===== src/rtl/operand_sequencer_pkg.sv =====
// Shared encodings for the operand sequencer and the solver controller bench.
// Holds FSM state codes, solver select bit positions and the select decoder.
package operand_sequencer_pkg;

    typedef enum logic [2:0] {
        ST_IDLE   = 3'd0,
        ST_DRIVE  = 3'd1,
        ST_GAP    = 3'd2,
        ST_ARM    = 3'd3,
        ST_WAIT   = 3'd4,
        ST_REPORT = 3'd5
    } state_e;

    localparam int SEL_X  = 0;
    localparam int SEL_DX = 1;
    localparam int SEL_A  = 2;
    localparam int SEL_U  = 3;

    localparam int NUM_OPS  = 4;
    localparam int TIMER_W  = 16;

    function automatic logic [NUM_OPS-1:0] sel_onehot(input logic [1:0] idx);
        return 4'b0001 << idx;
    endfunction

endpackage


===== src/rtl/operand_sequencer_wait.sv =====
// Solver response timer: counts enabled cycles and flags the edge on which
// the count reaches the programmed limit.
module wait_timer
    import operand_sequencer_pkg::*;
#(
    parameter int CW = TIMER_W
) (
    input  logic          clk,
    input  logic          reset,
    input  logic          clear,
    input  logic          enable,
    input  logic [CW-1:0] limit,
    output logic          expired
);

    logic [CW-1:0] count_q;
    logic [CW-1:0] count_d;
    logic [CW:0]   count_inc;

    assign count_inc = {1'b0, count_q} + {{CW{1'b0}}, 1'b1};

    // Asserted on the edge where this increment would land on the limit.
    assign expired = enable && (count_inc >= {1'b0, limit});

    always_comb begin
        count_d = count_q;
        if (clear) begin
            count_d = '0;
        end else if (enable && (count_q != limit)) begin
            count_d = count_inc[CW-1:0];
        end
    end

    always_ff @(posedge clk or posedge reset) begin
        if (reset) begin
            count_q <= '0;
        end else begin
            count_q <= count_d;
        end
    end

endmodule


===== src/rtl/operand_sequencer.sv =====
// Streams four latched operands to the solver one select strobe at a time,
// then fires the go strobe and waits for the result or a timeout.
module operand_sequencer
    import operand_sequencer_pkg::*;
#(
    parameter int WIDTH   = 16,
    parameter int HOLD    = 2,
    parameter int TIMEOUT = 1000
) (
    input  logic             clk,
    input  logic             reset,
    input  logic             start,
    input  logic             abort,
    input  logic [WIDTH-1:0] x_in,
    input  logic [WIDTH-1:0] dx_in,
    input  logic [WIDTH-1:0] a_in,
    input  logic [WIDTH-1:0] u_in,
    output logic             busy,
    output logic [3:0]       sel,
    output logic [WIDTH-1:0] data_out,
    output logic             ready,
    input  logic             dut_valid,
    input  logic [WIDTH-1:0] dut_result,
    output logic [WIDTH-1:0] result,
    output logic             done,
    output logic             timeout
);

    state_e state_q, state_d;
    logic [1:0] idx_q, idx_d;
    logic [3:0] hold_q, hold_d;

    logic [NUM_OPS-1:0][WIDTH-1:0] ops_q, ops_d;

    logic             busy_q, busy_d;
    logic [3:0]       sel_q, sel_d;
    logic [WIDTH-1:0] data_q, data_d;
    logic             ready_q, ready_d;
    logic [WIDTH-1:0] result_q, result_d;
    logic             done_q, done_d;
    logic             to_q, to_d;

    logic tmr_clear;
    logic tmr_enable;
    logic tmr_expired;

    assign tmr_clear  = (state_q != ST_WAIT);
    assign tmr_enable = (state_q == ST_WAIT) && !dut_valid;

    wait_timer #(
        .CW(TIMER_W)
    ) u_wait_timer (
        .clk    (clk),
        .reset  (reset),
        .clear  (tmr_clear),
        .enable (tmr_enable),
        .limit  (TIMER_W'(TIMEOUT)),
        .expired(tmr_expired)
    );

    always_comb begin
        state_d  = state_q;
        idx_d    = idx_q;
        hold_d   = hold_q;
        ops_d    = ops_q;
        result_d = result_q;
        sel_d    = '0;
        data_d   = '0;
        ready_d  = 1'b0;
        done_d   = 1'b0;
        to_d     = 1'b0;

        unique case (state_q)
            ST_IDLE: begin
                if (start) begin
                    ops_d[SEL_X]  = x_in;
                    ops_d[SEL_DX] = dx_in;
                    ops_d[SEL_A]  = a_in;
                    ops_d[SEL_U]  = u_in;
                    idx_d   = '0;
                    hold_d  = '0;
                    state_d = ST_DRIVE;
                end
            end
            ST_DRIVE: begin
                sel_d  = sel_onehot(idx_q);
                data_d = ops_q[idx_q];
                if (hold_q == 4'(HOLD - 1)) begin
                    hold_d  = '0;
                    state_d = ST_GAP;
                end else begin
                    hold_d = hold_q + 4'd1;
                end
            end
            ST_GAP: begin
                if (idx_q == 2'(SEL_U)) begin
                    state_d = ST_ARM;
                end else begin
                    idx_d   = idx_q + 2'd1;
                    state_d = ST_DRIVE;
                end
            end
            ST_ARM: begin
                ready_d = 1'b1;
                state_d = ST_WAIT;
            end
            ST_WAIT: begin
                // A result on the expiry edge still counts as a completion.
                if (dut_valid) begin
                    result_d = dut_result;
                    state_d  = ST_REPORT;
                end else if (tmr_expired) begin
                    to_d    = 1'b1;
                    state_d = ST_IDLE;
                end
            end
            ST_REPORT: begin
                done_d  = 1'b1;
                state_d = ST_IDLE;
            end
            default: begin
                state_d = ST_IDLE;
            end
        endcase

        if (abort && (state_q != ST_IDLE)) begin
            state_d  = ST_IDLE;
            idx_d    = '0;
            hold_d   = '0;
            result_d = result_q;
            sel_d    = '0;
            data_d   = '0;
            ready_d  = 1'b0;
            done_d   = 1'b0;
            to_d     = 1'b0;
        end

        busy_d = (state_d != ST_IDLE);
    end

    always_ff @(posedge clk or posedge reset) begin
        if (reset) begin
            state_q  <= ST_IDLE;
            idx_q    <= '0;
            hold_q   <= '0;
            ops_q    <= '0;
            busy_q   <= 1'b0;
            sel_q    <= '0;
            data_q   <= '0;
            ready_q  <= 1'b0;
            result_q <= '0;
            done_q   <= 1'b0;
            to_q     <= 1'b0;
        end else begin
            state_q  <= state_d;
            idx_q    <= idx_d;
            hold_q   <= hold_d;
            ops_q    <= ops_d;
            busy_q   <= busy_d;
            sel_q    <= sel_d;
            data_q   <= data_d;
            ready_q  <= ready_d;
            result_q <= result_d;
            done_q   <= done_d;
            to_q     <= to_d;
        end
    end

    assign busy     = busy_q;
    assign sel      = sel_q;
    assign data_out = data_q;
    assign ready    = ready_q;
    assign result   = result_q;
    assign done     = done_q;
    assign timeout  = to_q;

endmodule


===== config.mk =====
export PLATFORM = sky130hd
export DESIGN_NAME = operand_sequencer
export DESIGN_NICKNAME = d
export VERILOG_FILES = /design/src/rtl/operand_sequencer_pkg.sv /design/src/rtl/operand_sequencer_wait.sv /design/src/rtl/operand_sequencer.sv
export SDC_FILE = /design/constraint.sdc
export NUM_CORES = 1
export LEC_CHECK = 0
export ABC_AREA = 1
export CAP_MARGIN = 20
export CORE_MARGIN = 5
export CORE_UTILIZATION = 30
export CTS_BUF_LIST = sky130_fd_sc_hd__clkbuf_16
export CTS_CLUSTER_DIAMETER = 60
export DETAILED_ROUTE_END_ITERATION = 12
export REMOVE_ABC_BUFFERS = 1
export SETUP_SLACK_MARGIN = 0.5
export SLEW_MARGIN = 10
export SYNTH_ARGS = -nofsm -noshare
export SYNTH_HDL_FRONTEND = slang
export SYNTH_SLANG_ARGS = --single-unit
export TNS_END_PERCENT = 20

===== constraint.sdc =====
create_clock -name clk -period 6.45 [get_ports clk]
set_clock_uncertainty 0.1 [all_clocks]
set_input_delay 0.645 -clock clk [delete_from_list [all_inputs] [get_ports clk]]
set_output_delay 0.645 -clock clk [all_outputs]
set_load 0.01 [all_outputs]

==> metrics.txt <==
switching fraction of total power=30.2%; Die Span X=151 um; CP Capture Type=flip-flop; max_cap viols=0; sequential power share=40.8%; critical path class=reg -> reg; top layer in use=met4; CTS buffer count=17; postcts setup bufs=0; Post-synth ARST share=100%; Final Core Density=40.9%; Tmin final=2650 ps; Mapped Cells=581; Synth Area in XOR/XNOR=0.730%; endpoints failing hold=0; die span in y=151 um; Routed Antenna Nets=0; Synth Area in Compound Gates=9.99%; Wirelength per Cell=14.9 um; #FFs+latches synth=129; Crit-path slowest cell=dfrtp_1; Clk pwr share=28.9%; mux cell area share after synthesis=12.8%; core area=19,600 um2; RSZ-0062 raised after global routing=no; CTS Root Cell=clkbuf_16; Slew headroom=34.8%; static leakage=0.00345 uW; Max VDD drop=184 uV; Met2 Wirelength=6.58 mm; CP required=6680 ps; number of diodes=0; sink count of the clock tree=129; overall routing resource usage=13.3%; switching pwr=926 uW; wire length on met3=914 um; via/cell ratio=4.55; total congestion overflow=0; residual DRC count=0; gpl congestion=0.885; crit path max fanout=20; Hold Path Class=reg -> reg; P per Cell Area=382 nW/um2; CTS max path bufs=2; synth top area cells=dfrtp_1 (54%), mux2_2 (9.6%), nor2_1 (4.7%); nets@finish=795; worst-path cell chain=clkinv_1 > ha_1 > nand3_1 > o21ai_0; outcome=finished, final reports clean; Period Utilization, post-route=41.1%; PostCTS Resize Cnt=0; synthesized area per cell=10.3 um2; max frequency=377 MHz; type of origin of the critical path=flip-flop; largest family of logic cells by synthesized area=simple AND/OR/NAND/NOR gates; Tightest Pin Transition=978 ps; Worst-Skew Late Latency=410 ps; most common cell after layout, fill and taps aside=dfrtp_1; Worst-path clk slew=60 ps; die area=22,900 um2; drt pass-1 iters=4; Seq/Total Area, Yosys=53.8%; synthesized area=6000 um2; DR vias=4,452; Int Pwr=2140 uW; main flop type after synthesis=dfrtp_1; Synth-to-Final Area Change=33.6%; first-pass GRT wire length=23.5 mm; setup TNS=0 ps; CP peak stage delay=900 ps; Metal-1 WL=6.92 mm; initial antenna violation count=0; num ports=125; Min Hold Slack=388 ps; vias in the first global route=4,503; largest net degree at the start of global routing=81; htree depth=4; Iter 0 DRT Violations=189; most frequent cells in the layout=dfrtp_1 (129), clkdlybuf4s50_1 (124), nor2_1 (75); placed wire-length estimate=9.90 mm; Setup violations, final=0; Post-Synth Adder-Cell Area=1.67%; Post-Synth Simple-Gate Area=15.2%; Yosys top cell by area=dfrtp_1; synth warn=0; EDFF count, synth=0; WP data arrival=2880 ps; area share of the largest cell type after synthesis=53.8%; final slew viol count=0; share of cells above drive strength 1=17.9%; library cells used by synthesis=37; Comb pwr share=30.4%; port bufs=124; Initial Utilization=30.6%; TritonCTS clock tree=done; cts hold-fix bufs=0; number of cell rows=51; Final Routed Wirelength=14.6 mm
[flip-flops by register name (all words and copies together) (netlist names)]
name and flops:
ops_q 64, ready 1, result 16, sel 4, busy 1, hold_q 4
u_wait_timer.count_q 16, state_q 3, idx_q 2, data_out 16, timeout 1, done 1
[critical path, delay by kind of cell (launching register included)]
kind	cells	cell delay [ps]
and+or+nand+nor	1	70
buffers and inverters	1	810
adders and majority gates	1	540
DFF	1	900
AOI/OAI and AO/OA	1	150
[metrics by stage]
step,area (um2),total power [uW],std cells,setup WS [ps]
floorplan,5870,1820,557,2260
global placement,7470,2190,948,3790
detailed placement,7470,2210,948,3760
CTS,8020,3110,979,3730
global route,8020,3260,979,3560
finish,8020,3070,979,3800
[path summary, 6_finish.rpt]
kind	startpoint	endpoint	slack, ps	cells past startpoint
worst max-delay path	idx_q[1]	idx_q[1]	3800	4
worst min-delay path	ops_q[7]	ops_q[7]	390	1
worst max register to register	idx_q[1]	idx_q[1]	3800	4
worst min register to register	ops_q[7]	ops_q[7]	390	1
max in group asynchronous	reset	ops_q[13]	4350	3
min in group asynchronous	reset	result[8]	550	2
[cell usage after synthesis (3+ instances only)]
library cell	instances
nand2_1	47
o22ai_2	5
inv_1	55
xor2_1	3
nand4_1	10
inv_2	3
o21ai_1	4
nand2_2	5
o22ai_1	3
nor2_4	5
o21ai_2	6
clkbuf_1	8
mux2_2	51
nor2_1	75
ha_1	8
mux2_4	10
buf_6	3
nand3_1	28
mux2_1	4
o21ai_0	41
buf_2	9
dfrtp_1	129
a21oi_1	48
buf_1	3
nor3_1	3
[power by group through the flow]
stage                     combinational [uW]  clock (uW)  sequential [uW]
after floorplan                          542           0             1280
after global placement                   929           0             1260
after detailed placement                 946           0             1260
after CTS                                949         912             1250
after global routing                    1030         950             1280
final                                    930         885             1250
[cell type report]
type	instances	area, um2
fill	1938	11600
sequential	129	3230
multi-input combinational	369	2430
timing repair buffer	126	1260
clock buffer	17	425
tap	265	332
inverter	59	226
clock inverter	14	120
[routing by layer]
layer	global-route usage, %	vias up
met3	4.31	17
met2	19.7	127
met5	0	-
li1	-	2197
met1	18.2	2111
met4	4.53	0
[cells by family (layout without fill, tap and decap cells)]
logic type | count (synthesis) | after routing
AND/OR/NAND/NOR | 184 | 184
flip-flops | 129 | 129
AO/OA/AOI/OAI | 107 | 107
buffers and inverters | 83 | 216
multiplexers | 65 | 65
adder cells (fa/ha/maj) | 8 | 8
XOR/XNOR | 5 | 5
Note: power is estimated with default switching activity, not from simulation.
